## config.mk

```make
export PLATFORM = sky130hd
export DESIGN_NAME = decode_stage
export DESIGN_NICKNAME = d
export VERILOG_FILES = /design/src/rtl/aap_decode_pkg.sv /design/src/rtl/aap_op_lut.sv /design/src/rtl/decode_stage.sv
export SDC_FILE = /design/constraint.sdc
export NUM_CORES = 1
export LEC_CHECK = 0
export ABC_CLOCK_PERIOD_IN_PS = 800
export CORE_ASPECT_RATIO = 0.75
export CORE_MARGIN = 1
export CORE_UTILIZATION = 28
export CTS_BUF_LIST = sky130_fd_sc_hd__clkbuf_4 sky130_fd_sc_hd__clkbuf_8
export DETAILED_ROUTE_END_ITERATION = 7
export PLACE_DENSITY = 0.72
export SETUP_SLACK_MARGIN = 0.3
export SLEW_MARGIN = 20
export SYNTH_ARGS = -nofsm -noshare
export SYNTH_HDL_FRONTEND = slang
export SYNTH_SLANG_ARGS = --single-unit
```

## constraint.sdc

```tcl
create_clock -name clock -period 0.8 [get_ports clock]
set_input_delay 0.12 -clock clock [delete_from_list [all_inputs] [get_ports clock]]
set_output_delay 0.12 -clock clock [all_outputs]
set_load 0.05 [all_outputs]
```

## src/rtl/aap_decode_pkg.sv

```systemverilog
// Shared decode types and constants: field positions, class and operation numbers, FSM states.
package aap_decode_pkg;

  localparam int unsigned WORD_W = 16;
  localparam int unsigned HALF_W = 15;
  localparam int unsigned OP_W   = 6;
  localparam int unsigned REG_W  = 3;
  localparam int unsigned IMM2_W = 6;
  localparam int unsigned IMM3_W = 9;

  localparam int unsigned LONG_BIT = 15;
  localparam int unsigned CLASS_HI = 14;
  localparam int unsigned CLASS_LO = 13;
  localparam int unsigned OPC_HI   = 12;
  localparam int unsigned OPC_LO   = 9;
  localparam int unsigned DEST_HI  = 8;
  localparam int unsigned DEST_LO  = 6;
  localparam int unsigned SRC1_HI  = 5;
  localparam int unsigned SRC1_LO  = 3;
  localparam int unsigned SRC2_HI  = 2;
  localparam int unsigned SRC2_LO  = 0;
  localparam int unsigned IMM3_HI  = 8;

  localparam logic [1:0] CLASS_0 = 2'd0;
  localparam logic [1:0] CLASS_1 = 2'd1;
  localparam logic [1:0] CLASS_2 = 2'd2;
  localparam logic [1:0] CLASS_3 = 2'd3;

  // Class 0 maps onto 0..15, class 1 onto 16..17.
  localparam logic [OP_W-1:0] OP_C0_BASE     = 6'd0;
  localparam logic [OP_W-1:0] OP_C0_LAST     = 6'd15;
  localparam logic [OP_W-1:0] OP_C1_BASE     = 6'd16;
  localparam logic [OP_W-1:0] OP_C1_LAST     = 6'd17;
  localparam logic [OP_W-1:0] NOP_OP_DEFAULT = 6'd0;

  typedef enum logic {
    S_FIRST,
    S_SECOND
  } state_t;

  typedef struct packed {
    logic [OP_W-1:0]   op;
    logic [REG_W-1:0]  dest;
    logic [REG_W-1:0]  src1;
    logic [REG_W-1:0]  src2;
    logic [REG_W-1:0]  u1;
    logic [IMM2_W-1:0] u2;
    logic [IMM3_W-1:0] u3;
    logic              valid;
    logic              illegal;
  } dec_out_t;

  function automatic dec_out_t bubble(input logic [OP_W-1:0] nop);
    dec_out_t b;
    b    = '0;
    b.op = nop;
    return b;
  endfunction

endpackage

```

## src/rtl/aap_op_lut.sv

```systemverilog
// Combinational class/opcode to operation number mapping with illegal detection.
module aap_op_lut
  import aap_decode_pkg::*;
#(
  parameter logic [5:0] NOP_OP = NOP_OP_DEFAULT
) (
  input  logic [1:0]      cls,
  input  logic [3:0]      opcode,
  input  logic            force_illegal,
  output logic [OP_W-1:0] op_c,
  output logic            illegal_c
);

  always_comb begin
    op_c      = NOP_OP;
    illegal_c = 1'b1;
    if (!force_illegal) begin
      case (cls)
        CLASS_0: begin
          op_c      = OP_C0_BASE + 6'(opcode);
          illegal_c = 1'b0;
        end
        CLASS_1: begin
          if (opcode <= 4'd1) begin
            op_c      = OP_C1_BASE + 6'(opcode);
            illegal_c = 1'b0;
          end
        end
        default: ;
      endcase
    end
  end

endmodule

```

## src/rtl/decode_stage.sv

```systemverilog
// Instruction decode stage: registered decode of 16-bit words, optional two-word long form.
// Long instructions are compiled in with DECODE_LONG_INSTR_EN.
module decode_stage
  import aap_decode_pkg::*;
#(
  parameter logic [5:0] NOP_OP = NOP_OP_DEFAULT
) (
  input  logic        clock,
  input  logic        reset,
  input  logic        instr_valid,
  input  logic [15:0] instr,
  output logic        instr_ready,
  input  logic        stall,
  input  logic        flush,
  output logic [5:0]  operationnumber,
  output logic [2:0]  destination,
  output logic [2:0]  source_1,
  output logic [2:0]  source_2,
  output logic [2:0]  unsigned_1,
  output logic [5:0]  unsigned_2,
  output logic [8:0]  unsigned_3,
  output logic        op_valid,
  output logic        illegal
);

  state_t            state_q, state_d;
  logic [HALF_W-1:0] half_q, half_d;
  dec_out_t          out_q, out_d, dec_c;
  logic              accept_c;
  logic [HALF_W-1:0] body_c;
  logic              force_ill_c;
  logic [OP_W-1:0]   lut_op_c;
  logic              lut_ill_c;

  assign instr_ready = !stall && !flush;
  assign accept_c    = instr_valid && instr_ready;

  // In S_SECOND the held first half supplies the decoded fields.
  assign body_c = (state_q == S_SECOND) ? half_q : instr[HALF_W-1:0];

`ifdef DECODE_LONG_INSTR_EN
  assign force_ill_c = 1'b0;
`else
  assign force_ill_c = instr[LONG_BIT];
`endif

  aap_op_lut #(.NOP_OP(NOP_OP)) u_lut (
    .cls          (body_c[CLASS_HI:CLASS_LO]),
    .opcode       (body_c[OPC_HI:OPC_LO]),
    .force_illegal(force_ill_c),
    .op_c         (lut_op_c),
    .illegal_c    (lut_ill_c)
  );

  always_comb begin
    dec_c         = '0;
    dec_c.op      = lut_op_c;
    dec_c.illegal = lut_ill_c;
    dec_c.valid   = 1'b1;
    dec_c.dest    = body_c[DEST_HI:DEST_LO];
    dec_c.src1    = body_c[SRC1_HI:SRC1_LO];
    dec_c.src2    = body_c[SRC2_HI:SRC2_LO];
    dec_c.u1      = body_c[SRC2_HI:SRC2_LO];
    dec_c.u2      = {body_c[SRC1_HI:SRC1_LO], body_c[SRC2_HI:SRC2_LO]};
    dec_c.u3      = '0;
  end

  // Next state and next output register contents; flush beats stall beats accept.
  always_comb begin
    state_d = state_q;
    half_d  = half_q;
    out_d   = out_q;
    if (flush) begin
      out_d   = bubble(NOP_OP);
      state_d = S_FIRST;
      half_d  = '0;
    end else if (stall) begin
      out_d = out_q;
    end else if (accept_c) begin
`ifdef DECODE_LONG_INSTR_EN
      if ((state_q == S_FIRST) && instr[LONG_BIT]) begin
        half_d  = instr[HALF_W-1:0];
        state_d = S_SECOND;
        out_d   = bubble(NOP_OP);
      end else begin
        out_d = dec_c;
        if (state_q == S_SECOND) begin
          out_d.u3 = instr[IMM3_HI:0];
        end
        state_d = S_FIRST;
        half_d  = '0;
      end
`else
      out_d   = dec_c;
      state_d = S_FIRST;
`endif
    end else begin
      out_d = bubble(NOP_OP);
    end
  end

  always_ff @(posedge clock or posedge reset) begin
    if (reset) begin
      state_q <= S_FIRST;
      half_q  <= '0;
      out_q   <= bubble(NOP_OP);
    end else begin
      state_q <= state_d;
      half_q  <= half_d;
      out_q   <= out_d;
    end
  end

  assign operationnumber = out_q.op;
  assign destination     = out_q.dest;
  assign source_1        = out_q.src1;
  assign source_2        = out_q.src2;
  assign unsigned_1      = out_q.u1;
  assign unsigned_2      = out_q.u2;
  assign unsigned_3      = out_q.u3;
  assign op_valid        = out_q.valid;
  assign illegal         = out_q.illegal;

endmodule

```

# ---- Yosys cells after proc, flatten, opt, wreduce, memory -nomap -nowiden
# Index checks and enable logic that the tools add are counted.
dict set report classes {
  magnitude_cmp 1
  mux 13
  eq_ne 2
  add_sub_neg 1
  reduce_logical 7
}
# operator n
set op_table {}
lappend op_table {{2-to-1 mux 35 bit} 3}
lappend op_table {{2-to-1 mux 15 bit} 1}
lappend op_table {{2-to-1 mux 6 bit} 2}
lappend op_table {{one-hot mux 6 bit (2 select lines)} 1}
lappend op_table {{adder 5 x 4 -> 6 bit, first input constant} 1}
lappend op_table {{2-to-1 mux 1 bit} 5}
lappend op_table {{less-or-equal comparator 4 x 1 -> 1 bit, second input constant} 1}
lappend op_table {{equality test 2 x 1 -> 1 bit, second input constant} 1}
lappend op_table {{logical AND 1 bit} 2}
lappend op_table {{zero test 1 bit} 2}
lappend op_table {{zero test 2 bit} 1}
lappend op_table {{!= test 2 x 1 -> 1 bit, second input constant} 1}
lappend op_table {{one-hot mux 1 bit (2 select lines)} 1}
lappend op_table {{AND reduction 2 bit} 1}
lappend op_table {{nonzero test 2 bit} 1}
dict set report word_totals {
  reg_bits 36
  input_bits 21
}

# ---- Longest topological paths before layout
dict set report depth {
  word_depth 8
  ltp_mapped 4
}

# ---- By module
# From an unflattened synthesis, not the netlist that was laid out.
dict set report hier_totals {
  cells_unflattened 93
  area_unflattened_um2 939.7
}
# module area_per_inst_um2 cells_each instances
set by_module_without_submodules {}
lappend by_module_without_submodules {decode_stage 865.8 81 1}
lappend by_module_without_submodules {aap_op_lut 73.8 12 1}

# ---- Worst setup path after synthesis
# Ideal clock, no wire load.
dict set report synth_path {
  path_type {in2reg}
  from {in flush}
  to {reg out_q, in the netlist operationnumber[1]}
  n_path_buf 0
  path_slack_ps -267
  cell_stages 3
  t_required_ps 733
  arrival_time_ps 1000
  setup_ps 67
  cell_sequence {nor2_2 -> and4b_1 -> a22o_1}
}
dict set report synth_between {
  elab_chain_cells 6
  word_cells_on_any_way 7
}
# item line_no
set synth_rtl {}
lappend synth_rtl {{start, declared} decode_stage.sv:14} ;# input logic flush,
lappend synth_rtl {{zero test 1 bit} decode_stage.sv:35} ;# assign instr_ready = !stall && !flush;
lappend synth_rtl {{logical AND 1 bit} decode_stage.sv:35}
lappend synth_rtl {{logical AND 1 bit} decode_stage.sv:36} ;# assign accept_c = instr_valid && instr_ready;
lappend synth_rtl {{2-to-1 mux 35 bit} decode_stage.sv:79} ;# end else if (accept_c) begin
lappend synth_rtl {{2-to-1 mux 35 bit} decode_stage.sv:77} ;# end else if (stall) begin
lappend synth_rtl {{2-to-1 mux 35 bit} decode_stage.sv:73} ;# if (flush) begin
lappend synth_rtl {{end signal, assigned} decode_stage.sv:106} ;# out_q <= bubble(NOP_OP);
lappend synth_rtl {{end signal, assigned} decode_stage.sv:110} ;# out_q <= out_d;
lappend synth_rtl {{end, declared} decode_stage.sv:28} ;# dec_out_t out_q, out_d, dec_c;
# Parallel ways exist; a longest one is shown, timed or not. The select of a mux whose other input is x is not followed.
# A chain may end at the register's enable or synchronous reset.

==> impl_metrics.py <==
metrics = {
    "status": {
        "status": "finished, violations left",
        "violations": "setup timing",
    },
    "setup_path": {
        "crit_chain": "buf_12",
        "slowest_stage": "dfrtp_2",
        "critPathArrivalTime_ns": 0.92,
        "startpoint_type": "flip-flop",
        "critPathTopFamily": "flip-flops",
        "crit_path_end_kind": "output port",
        "critPathKind": "reg2out",
        "max_stage_delay_ns": 0.49,
        "cp_max_fo": 4,
        "crit_required_ns": 0.68,
        "critPathBufInv": 1,
    },
    "die": {
        "core_mm2": 0.00264,
        "initial_core_util_pct": 30.0,
        "dieArea_mm2": 0.00305,
        "pin_count": 57,
        "die_height_um": 48.1,
        "num_rows": 16,
        "die_x_um": 63.4,
    },
    "place": {
        "dpl_cell_area_mm2": 0.00156,
        "post-place-ws_ns": -0.569,
        "gp_congestion": 0.760,
        "dp_hpwl_um": 1980,
        "io_buffers": 46,
        "dp.cells": 156,
    },
    "timing": {
        "layout_worst_path_cycle_share_pct": 130,
        "hold_viol": 0,
        "holdWs_ns": 0.174,
        "setup_viol": 36,
        "fin_ws_ns": -0.239,
        "rsz0062_at_grt": "true",
        "clock.fmax_ghz": 0.963,
        "skew_ns": 0,
        "layout_min_cycle_time_ns": 1.04,
        "slew_violations": 0,
    },
    "yosys": {
        "synth_largest_area_cell": "dfrtp_1",
        "syn-mean-instance-area_um2": 10.4,
        "synth_area_um2": 792,
        "yosys_warnings": 0,
        "netlist_instances": 76,
        "synth-seq-cells": 16,
        "synthDominantCellAreaShare_pct": 50.6,
        "yosysUniqueCellTypes": 20,
        "synth_seq_area_share_pct": 50.6,
        "synth_area_leaders": "dfrtp_1 51%, buf_4 18%, a22oi_1 8.5%, nor2_1 5.2%, a22o_1 3.3%",
    },
    "drt": {
        "drcViolationCount": 0,
        "post_drt_wl_per_cell_um": 18.9,
        "num_vias": 811,
        "dr.pass1.iters": 4,
        "wl_um": 3210,
        "drt-vias-per-instance": 4.77,
        "drtAntennaViolNets": 0,
        "drt_iter0_drc": 19,
    },
    "clock_tree": {
        "cts_buffers": 3,
        "cts_buffer_depth": 2,
        "clk_pin_slew_ns": 0.08,
        "worstSkewPairLatency_ns": 0.25,
        "h-tree-depth": 1,
        "cts_hold_buf": 0,
        "cts_tree": "built",
        "clkSinkCount": 16,
        "ctsRootBufferMaster": "clkbuf_8",
    },
    "power": {
        "p_switching_w": 0.000801,
        "ir_drop_mv": 0.708,
        "leakagePower_nw": 0.792,
        "power_frac_seq_pct": 36.2,
        "power_density_mw_per_mm2": 1350,
        "combPwrFrac_pct": 32.6,
        "power.share.switching_pct": 32.9,
        "internal-power_w": 0.00163,
        "power.share.clock_pct": 31.2,
    },
    "layout": {
        "num-nets-final": 156,
        "antenna_cells": 0,
        "drive_gt1_share_pct": 67.2,
        "syn_to_final_growth_pct": 127,
        "multi_input_area_um2": 353,
        "seq_area_um2": 420,
        "final_area_mm2": 0.00180,
        "fin_cells": 170,
        "fillers": 164,
    },
    "global_routing": {
        "grt_util_all_layers_pct": 19.5,
        "grt_pass1_wl_um": 4200,
        "antenna_found_initial": 0,
        "grt_overflow": 0,
        "grt_max_degree": 17,
        "grt_pass1_vias": 799,
    },
    "hold_path": {
        "hp-class": "in2async",
    },
    "flow_run": {
        "drv_cap": 0,
    },
}
-- power groups by stage --
stage          clock network, W  registers, W  logic [W]
4_1_cts                0.000734      0.000879   0.000752
5_1_grt                0.000785      0.000884   0.000819
3_5_place_dp                  0      0.000894   0.000704
6_report               0.000760      0.000882   0.000794
2_1_floorplan                 0      0.000954   0.000325
3_3_place_gp                  0      0.000891   0.000688
-- synth_stat cells (all sizes together) --
library cell and number:
inv 1, nor2b 1, conb 1, a21bo 1, nand2 1, dfrtp 16, a21oi 2, a32o 2
buf 21, and3 1, clkbuf 1, o31ai 1, and2b 1, a22oi 9, nor2 12, and4b 1
a22o 3, nor3 1
-- tightest hold or removal path, cell delays in order --
cell             delay [ns]
clkdlybuf4s50_1        0.40
inv_1                  0.10
buf_12                 0.16
-- path summary, 6_finish.rpt --
kind | from | endpoint | slack [ns] | cells after the start
worst min register to register | operationnumber[4] | operationnumber[4] | 0.55 | 1
worst max-delay path | source_2[0] | unsigned_2[0] | -0.24 | 1
min in group clock | flush | illegal | 0.20 | 3
max in group asynchronous | reset | operationnumber[4] | 0.48 | 3
worst max register to register | source_2[1] | source_2[1] | -0.19 | 3
worst min-delay path | reset | unsigned_2[2] | 0.17 | 3
-- through the flow --
step | setup TNS [ns] | utilization [%] | power [W]
global placement | -8.07 | 59.0 | 0.00158
floorplan | -1.48 | - | 0.00128
CTS | -5.20 | 65.9 | 0.00237
global route | -6.33 | 68.1 | 0.00249
finish | -5.82 | 68.1 | 0.00244
detailed placement | -8.97 | 59.0 | 0.00160
-- cell families (layout without fill, tap and decap cells) --
group | Yosys count | after routing | share of synthesized area (%)
AO/OA/AOI/OAI | 18 | 18 | 17.9
buffers and inverters | 23 | 72 | 20.2
AND/OR/NAND/NOR | 18 | 18 | 10.9
flip-flops | 16 | 16 | 50.6
other | 1 | 10 | 0.473
-- cell type report --
| class | instances | share of cell area, % |
|---|---|---|
| inverter | 1 | 0.209 |
| sequential | 16 | 23.4 |
| multi-input combinational | 46 | 19.6 |
| timing repair buffer | 67 | 51.3 |
| clock buffer | 4 | 3.06 |
| tap | 36 | 2.50 |
-- registers in the layout, indices dropped and copies added, names as in the netlist --
name and cells:
destination 3, source_1 3, source_2 2, illegal 1, operationnumber 5, unsigned_2 1, op_valid 1
-- cells in the final DEF (no fill, tap or decap), types with 2 or more instances in the layout --
cell              n
a21oi_2           2
nor2_1           10
buf_6            10
conb_1           10
buf_12           27
clkdlybuf4s15_1   4
buf_4            11
clkbuf_8          4
a22o_1            3
clkdlybuf4s50_1  11
dfrtp_2          16
a22oi_1           2
a22oi_2           7
clkbuf_2          2
-- timing repair --
item | 4_1_cts | 5_1_grt
buffers inserted | 7 | 3
cloned | 0 | 0
hold endpoints to repair | 0 | 0
endpoints found under the setup margin | 42 | 42
gates resized for setup | 42 | 17
pin swaps | 7 | 5
-- routing by layer --
layer	up-vias	GRT usage, %	share of wire (%)
met1	396	20.6	40
met4	0	12.3	3.6
met3	10	6.43	8.5
met2	55	35.5	48
met5	-	0	0
li1	350	-	-
(Power assumes the default switching activity.)
